==> config.mk <==
export PLATFORM = sky130hd
export DESIGN_NAME = int_sequencer
export DESIGN_NICKNAME = d
export VERILOG_FILES = /design/src/rtl/cpu_pkg.sv /design/src/rtl/int_pend_latch.sv /design/src/rtl/int_sequencer.sv
export SDC_FILE = /design/constraint.sdc
export NUM_CORES = 1
export LEC_CHECK = 0
export ABC_AREA = 1
export CAP_MARGIN = 5
export CORE_MARGIN = 2
export CORE_UTILIZATION = 25
export CTS_CLUSTER_DIAMETER = 120
export DETAILED_ROUTE_END_ITERATION = 10
export PLACE_DENSITY = 0.65
export SYNTH_ARGS = -nofsm -noshare
export SYNTH_HDL_FRONTEND = slang
export SYNTH_SLANG_ARGS = --single-unit
==> constraint.sdc <==
create_clock -name clk -period 2.9 [get_ports clk]
set_input_delay 0.87 -clock clk [delete_from_list [all_inputs] [get_ports clk]]
set_output_delay 0.87 -clock clk [all_outputs]
set_load 0.03 [all_outputs]
==> src/rtl/cpu_pkg.sv <==
// Shared CPU definitions: interrupt sequencer state encoding and defaults.
//   VEC_ADDR_DEF - memory address holding the ISR start address
//   FLAG_W_DEF   - condition-flag width (Z,N,C,V)
//   seq_state_t  - interrupt entry sequencer states
package cpu_pkg;

    localparam logic [7:0]  VEC_ADDR_DEF = 8'h01;
    localparam int unsigned FLAG_W_DEF   = 4;

    typedef enum logic [2:0] {
        ST_IDLE,
        ST_DRAIN,
        ST_PUSH_PC,
        ST_PUSH_FLG,
        ST_VEC_RD,
        ST_VEC_WAIT,
        ST_JUMP,
        ST_SERVICE
    } seq_state_t;

endpackage

==> src/rtl/int_pend_latch.sv <==
// Pending-interrupt latch.
//   clk     - rising-edge clock
//   rstn    - synchronous active-low reset
//   set     - raw interrupt request; sets pending on any edge it is high
//   clear   - clears pending (taken when the sequencer commits to the push)
//   pending - one outstanding interrupt; further sets while high do not queue
module int_pend_latch (
    input  logic clk,
    input  logic rstn,
    input  logic set,
    input  logic clear,
    output logic pending
);

    // Clear wins over a coincident set so a request already being taken
    // is not counted twice.
    always_ff @(posedge clk) begin
        if (!rstn) begin
            pending <= 1'b0;
        end else if (clear) begin
            pending <= 1'b0;
        end else if (set) begin
            pending <= 1'b1;
        end
    end

endmodule

==> src/rtl/int_sequencer.sv <==
// Interrupt entry sequencer: drains the pipeline, pushes PC and flags onto
// the R3 stack, fetches the ISR vector, loads the PC and waits for RTI.
//   clk, rstn           - clock, synchronous active-low reset
//   int_sig, gie        - interrupt request, global interrupt enable
//   pipe_empty          - no instruction in flight past fetch
//   pc_resume, flags_in - return address and flags to save
//   sp_in               - current stack pointer (R3)
//   rti_done            - RTI retired (only honoured in service)
//   mem_gnt, mem_rdata  - memory grant, read data (cycle after granted read)
//   mem_req/we/addr/wdata - memory access request
//   stall_fetch, flush  - fetch freeze, one-cycle front-end flush
//   pc_ld, pc_ld_val    - PC load strobe and value
//   sp_wr_en, sp_wr_val - R3 update strobe and value
//   in_service          - ISR active, blocks further entry
module int_sequencer
    import cpu_pkg::*;
#(
    parameter logic [7:0]  VEC_ADDR = VEC_ADDR_DEF,
    parameter int unsigned FLAG_W   = FLAG_W_DEF
) (
    input  logic              clk,
    input  logic              rstn,
    input  logic              int_sig,
    input  logic              gie,
    input  logic              pipe_empty,
    input  logic [7:0]        pc_resume,
    input  logic [FLAG_W-1:0] flags_in,
    input  logic [7:0]        sp_in,
    input  logic              rti_done,
    input  logic              mem_gnt,
    input  logic [7:0]        mem_rdata,
    output logic              mem_req,
    output logic              mem_we,
    output logic [7:0]        mem_addr,
    output logic [7:0]        mem_wdata,
    output logic              stall_fetch,
    output logic              flush,
    output logic              pc_ld,
    output logic [7:0]        pc_ld_val,
    output logic              sp_wr_en,
    output logic [7:0]        sp_wr_val,
    output logic              in_service
);

    seq_state_t        state, state_nxt;
    logic [7:0]        sp_q, pc_q, vec_q;
    logic [FLAG_W-1:0] flg_q;
    logic [7:0]        flg_ext;
    logic              pending;
    logic              take_snapshot;

    // Snapshot and pending clear happen on the DRAIN -> PUSH_PC transition.
    assign take_snapshot = (state == ST_DRAIN) && pipe_empty;

    int_pend_latch u_pend (
        .clk     (clk),
        .rstn    (rstn),
        .set     (int_sig),
        .clear   (take_snapshot),
        .pending (pending)
    );

    always_ff @(posedge clk) begin
        if (!rstn) begin
            state <= ST_IDLE;
            sp_q  <= '0;
            pc_q  <= '0;
            flg_q <= '0;
            vec_q <= '0;
        end else begin
            state <= state_nxt;
            if (take_snapshot) begin
                sp_q  <= sp_in;
                pc_q  <= pc_resume;
                flg_q <= flags_in;
            end
            if (state == ST_VEC_WAIT) begin
                vec_q <= mem_rdata;
            end
        end
    end

    always_comb begin
        flg_ext                = '0;
        flg_ext[FLAG_W-1:0]    = flg_q;
    end

    // Outputs depend on state and held registers only, so address/data stay
    // stable for as long as a request waits for its grant.
    always_comb begin
        state_nxt   = state;
        mem_req     = 1'b0;
        mem_we      = 1'b0;
        mem_addr    = '0;
        mem_wdata   = '0;
        stall_fetch = 1'b0;
        flush       = 1'b0;
        pc_ld       = 1'b0;
        pc_ld_val   = '0;
        sp_wr_en    = 1'b0;
        sp_wr_val   = '0;
        in_service  = 1'b0;
        case (state)
            ST_IDLE: begin
                if (pending && gie) state_nxt = ST_DRAIN;
            end
            ST_DRAIN: begin
                stall_fetch = 1'b1;
                if (pipe_empty) state_nxt = ST_PUSH_PC;
            end
            ST_PUSH_PC: begin
                stall_fetch = 1'b1;
                mem_req     = 1'b1;
                mem_we      = 1'b1;
                mem_addr    = sp_q;
                mem_wdata   = pc_q;
                if (mem_gnt) state_nxt = ST_PUSH_FLG;
            end
            ST_PUSH_FLG: begin
                stall_fetch = 1'b1;
                mem_req     = 1'b1;
                mem_we      = 1'b1;
                mem_addr    = sp_q - 8'd1;
                mem_wdata   = flg_ext;
                if (mem_gnt) state_nxt = ST_VEC_RD;
            end
            ST_VEC_RD: begin
                stall_fetch = 1'b1;
                mem_req     = 1'b1;
                mem_addr    = VEC_ADDR;
                if (mem_gnt) state_nxt = ST_VEC_WAIT;
            end
            ST_VEC_WAIT: begin
                stall_fetch = 1'b1;
                state_nxt   = ST_JUMP;
            end
            ST_JUMP: begin
                stall_fetch = 1'b1;
                flush       = 1'b1;
                pc_ld       = 1'b1;
                pc_ld_val   = vec_q;
                sp_wr_en    = 1'b1;
                sp_wr_val   = sp_q - 8'd2;
                state_nxt   = ST_SERVICE;
            end
            ST_SERVICE: begin
                in_service = 1'b1;
                if (rti_done) state_nxt = ST_IDLE;
            end
            default: state_nxt = ST_IDLE;
        endcase
    end

endmodule

==> metrics.txt <==
register area share after synthesis between 30% and 40%; Most Frequent Cell on Critical Path o21ai_0; Ports 74; # rows 29; setup bufs post-CTS 0; end-of-flow core utilization around 40%; WP data required 2030 ps; status finished, final reports clean; Final Max Tran Viols 0; Fin Setup TNS 0 ps; DP Worst Slack 141 ps; max_slew headroom 67.3%; CP arrival roughly 1900 ps; worst hold start vec_q[5]; pin count of the biggest net entering global routing 31; Layout Cells excl Fill 396; CTS clk-pin slew, worst paths around 60 ps; Setup-failing EPs final 0; Worst R2R Setup Slack 1380 ps; leakage power 1.11 nW; RSZ-0062 raised after global routing yes; Slew @ Worst Pin between 400 and 500 ps; fin crit share 95.1%; DIE WIDTH 85.2 microns; Nets 356; Clock Skews 3.54 ps; Hold Path Class flip-flop to flip-flop; reg2reg path depth 6; Yosys reg bits 32; CORE AREA about 6300 sq um; CTS root buf clkbuf_8; TritonCTS buffer count 5; Synthesis Warnings 0; fillcell total 681; Worst VDD drop 0.000328 V; Post-DP HPWL 3490 microns; initial antenna violation count 0; Avg Inst Size Synth 6.75 sq um; chip height 85.2 microns; sequential cell area 641 sq um; Worst Hold End vec_q[5]; Clock Latency Late Sink around 280 ps; most frequent cells in the layout clkdlybuf4s50_1 (53), nor2_1 (43), o21ai_0 (34), dfxtp_1 (32), inv_1 (31); Area growth syn-to-layout 54.6%; drt wl/cell ~12 microns; area of the die 7250 sq um; Max Cap Viol 0; reg-to-reg critical path startpoint state[0]; Placed Area roughly 2400 sq um; initial core utilization 25.9%; vias in the first global route 1768; post-CTS sizing 3; P per Cell Area approximately 600 nW/um^2; final worst-path setup slack 143 ps; # port buffers 73; GP Congestion 0.817; DRC violations left 0; Post-Syn Instances 244; n_diodes 0; total power around 1.5 mW; share of post-route cells with drive strength above 1 around 11%; commonest non-fill, non-tap cell in the layout clkdlybuf4s50_1; H-tree depth reported by CTS 2; multi-input logic area around 800 sq um; hold path depth 2; CTS Hold Bufs 0; min Tclk post-route between 2000 and 3000 ps; drt initial violations 67; Crit Path Max Fanout 5; GR Overflow Total 0; TritonRoute pass-1 iters 5; worst-path cell chain inv_1, ha_1, nand4_1, o21ai_0, nand3_1, o21ai_0, clkdlybuf4s15_1; clk sinks 32; FMAX 363 MHz; Cell variety after synth 27; final WL 4680 microns; Synthesized Nets 282; vias per cell about 4.5; Critical Path Start Type flip-flop; hold_ws 450 ps; clk buf depth 2; Post-Layout Inst Area 2540 sq um; via count 1787; post-synth design cell area 1650 sq um; post-route ant nets 0; worst stage delay on the critical path 390 ps; critical path class flip-flop to output port; Worst path slowest cell clkdlybuf4s15_1; CTS tree built; final hold viol count 0; r2r endpoint sp_q[0]; CP Capture Type output port; placed cells 388; gr usage total 13.4%; global-route wire length before repair just under 8000 microns
-- critical path, delay by kind of cell (launching register included) --
kind / cells / cell delay (ps)
buf+inv: 2 / 530
fa+ha+maj: 1 / 250
flops: 1 / 330
simple gates: 2 / 250
compound gates: 2 / 250
-- routing by layer --
layer	global-route usage [%]	wire length, microns	vias up
met5	0	0	-
met4	3.90	54	0
met3	3.89	278	6
met2	22.8	2150	42
met1	16.4	2200	795
li1	-	-	944
-- where the power goes --
| part | switching [mW] | leakage [nW] | internal (mW) |
|---|---|---|---|
| combinational | 0.369 | 0.802 | 0.231 |
| clock | 0.155 | 0.0455 | 0.193 |
| sequential | 0.0523 | 0.260 | 0.520 |
-- state kept, by name, indices dropped and copies added, names as in the netlist --
name	count
flg_q	4
pc_q	8
sp_q	8
state	3
u_pend.pending	1
vec_q	8
-- logic make-up after synthesis --
family / Yosys count / synth area share, %
fa+ha+maj: 3 / 2.28
buf+inv: 46 / 11.1
compound gates: 72 / 23.6
flops: 32 / 38.9
simple gates: 90 / 23.6
xor+xnor: 1 / 0.532
-- worst max path at each step --
stage	start	to	cells after the start
floorplan	state[1]	sp_wr_val[4]	4
global placement	sp_q[1]	mem_addr[7]	7
detailed placement	sp_q[2]	mem_addr[7]	7
CTS	state[1]	flush	4
global route	sp_q[2]	mem_addr[7]	7
finish	sp_q[2]	mem_addr[7]	7
-- Yosys cell counts (all sizes together) --
master   count  area share (%)
a22o         4             2.1
ha           3             2.3
xor2         1            0.53
o211ai       1            0.46
o2111ai      1            0.53
nand4        3             1.1
nand2       25             5.9
o21ai       36              11
nor3         1            0.30
clkbuf       6             1.4
clkinv       1            0.23
nand3       16             5.8
inv         34             7.8
dfxtp       32              39
buf          5             1.7
nor2        44              10
a21oi       27             8.2
or2          1            0.38
a31o         1            0.53
o22ai        2            0.76
-- final cells by class --
| class | instances | area share [%] |
|---|---|---|
| Tap cell | 77 | 3.79 |
| Inverter | 35 | 5.16 |
| Timing Repair Buffer | 78 | 30.0 |
| Sequential cell | 32 | 25.2 |
| Multi-Input combinational cell | 166 | 32.4 |
| Clock buffer | 8 | 3.54 |
Note: power is estimated with default switching activity, not from simulation.
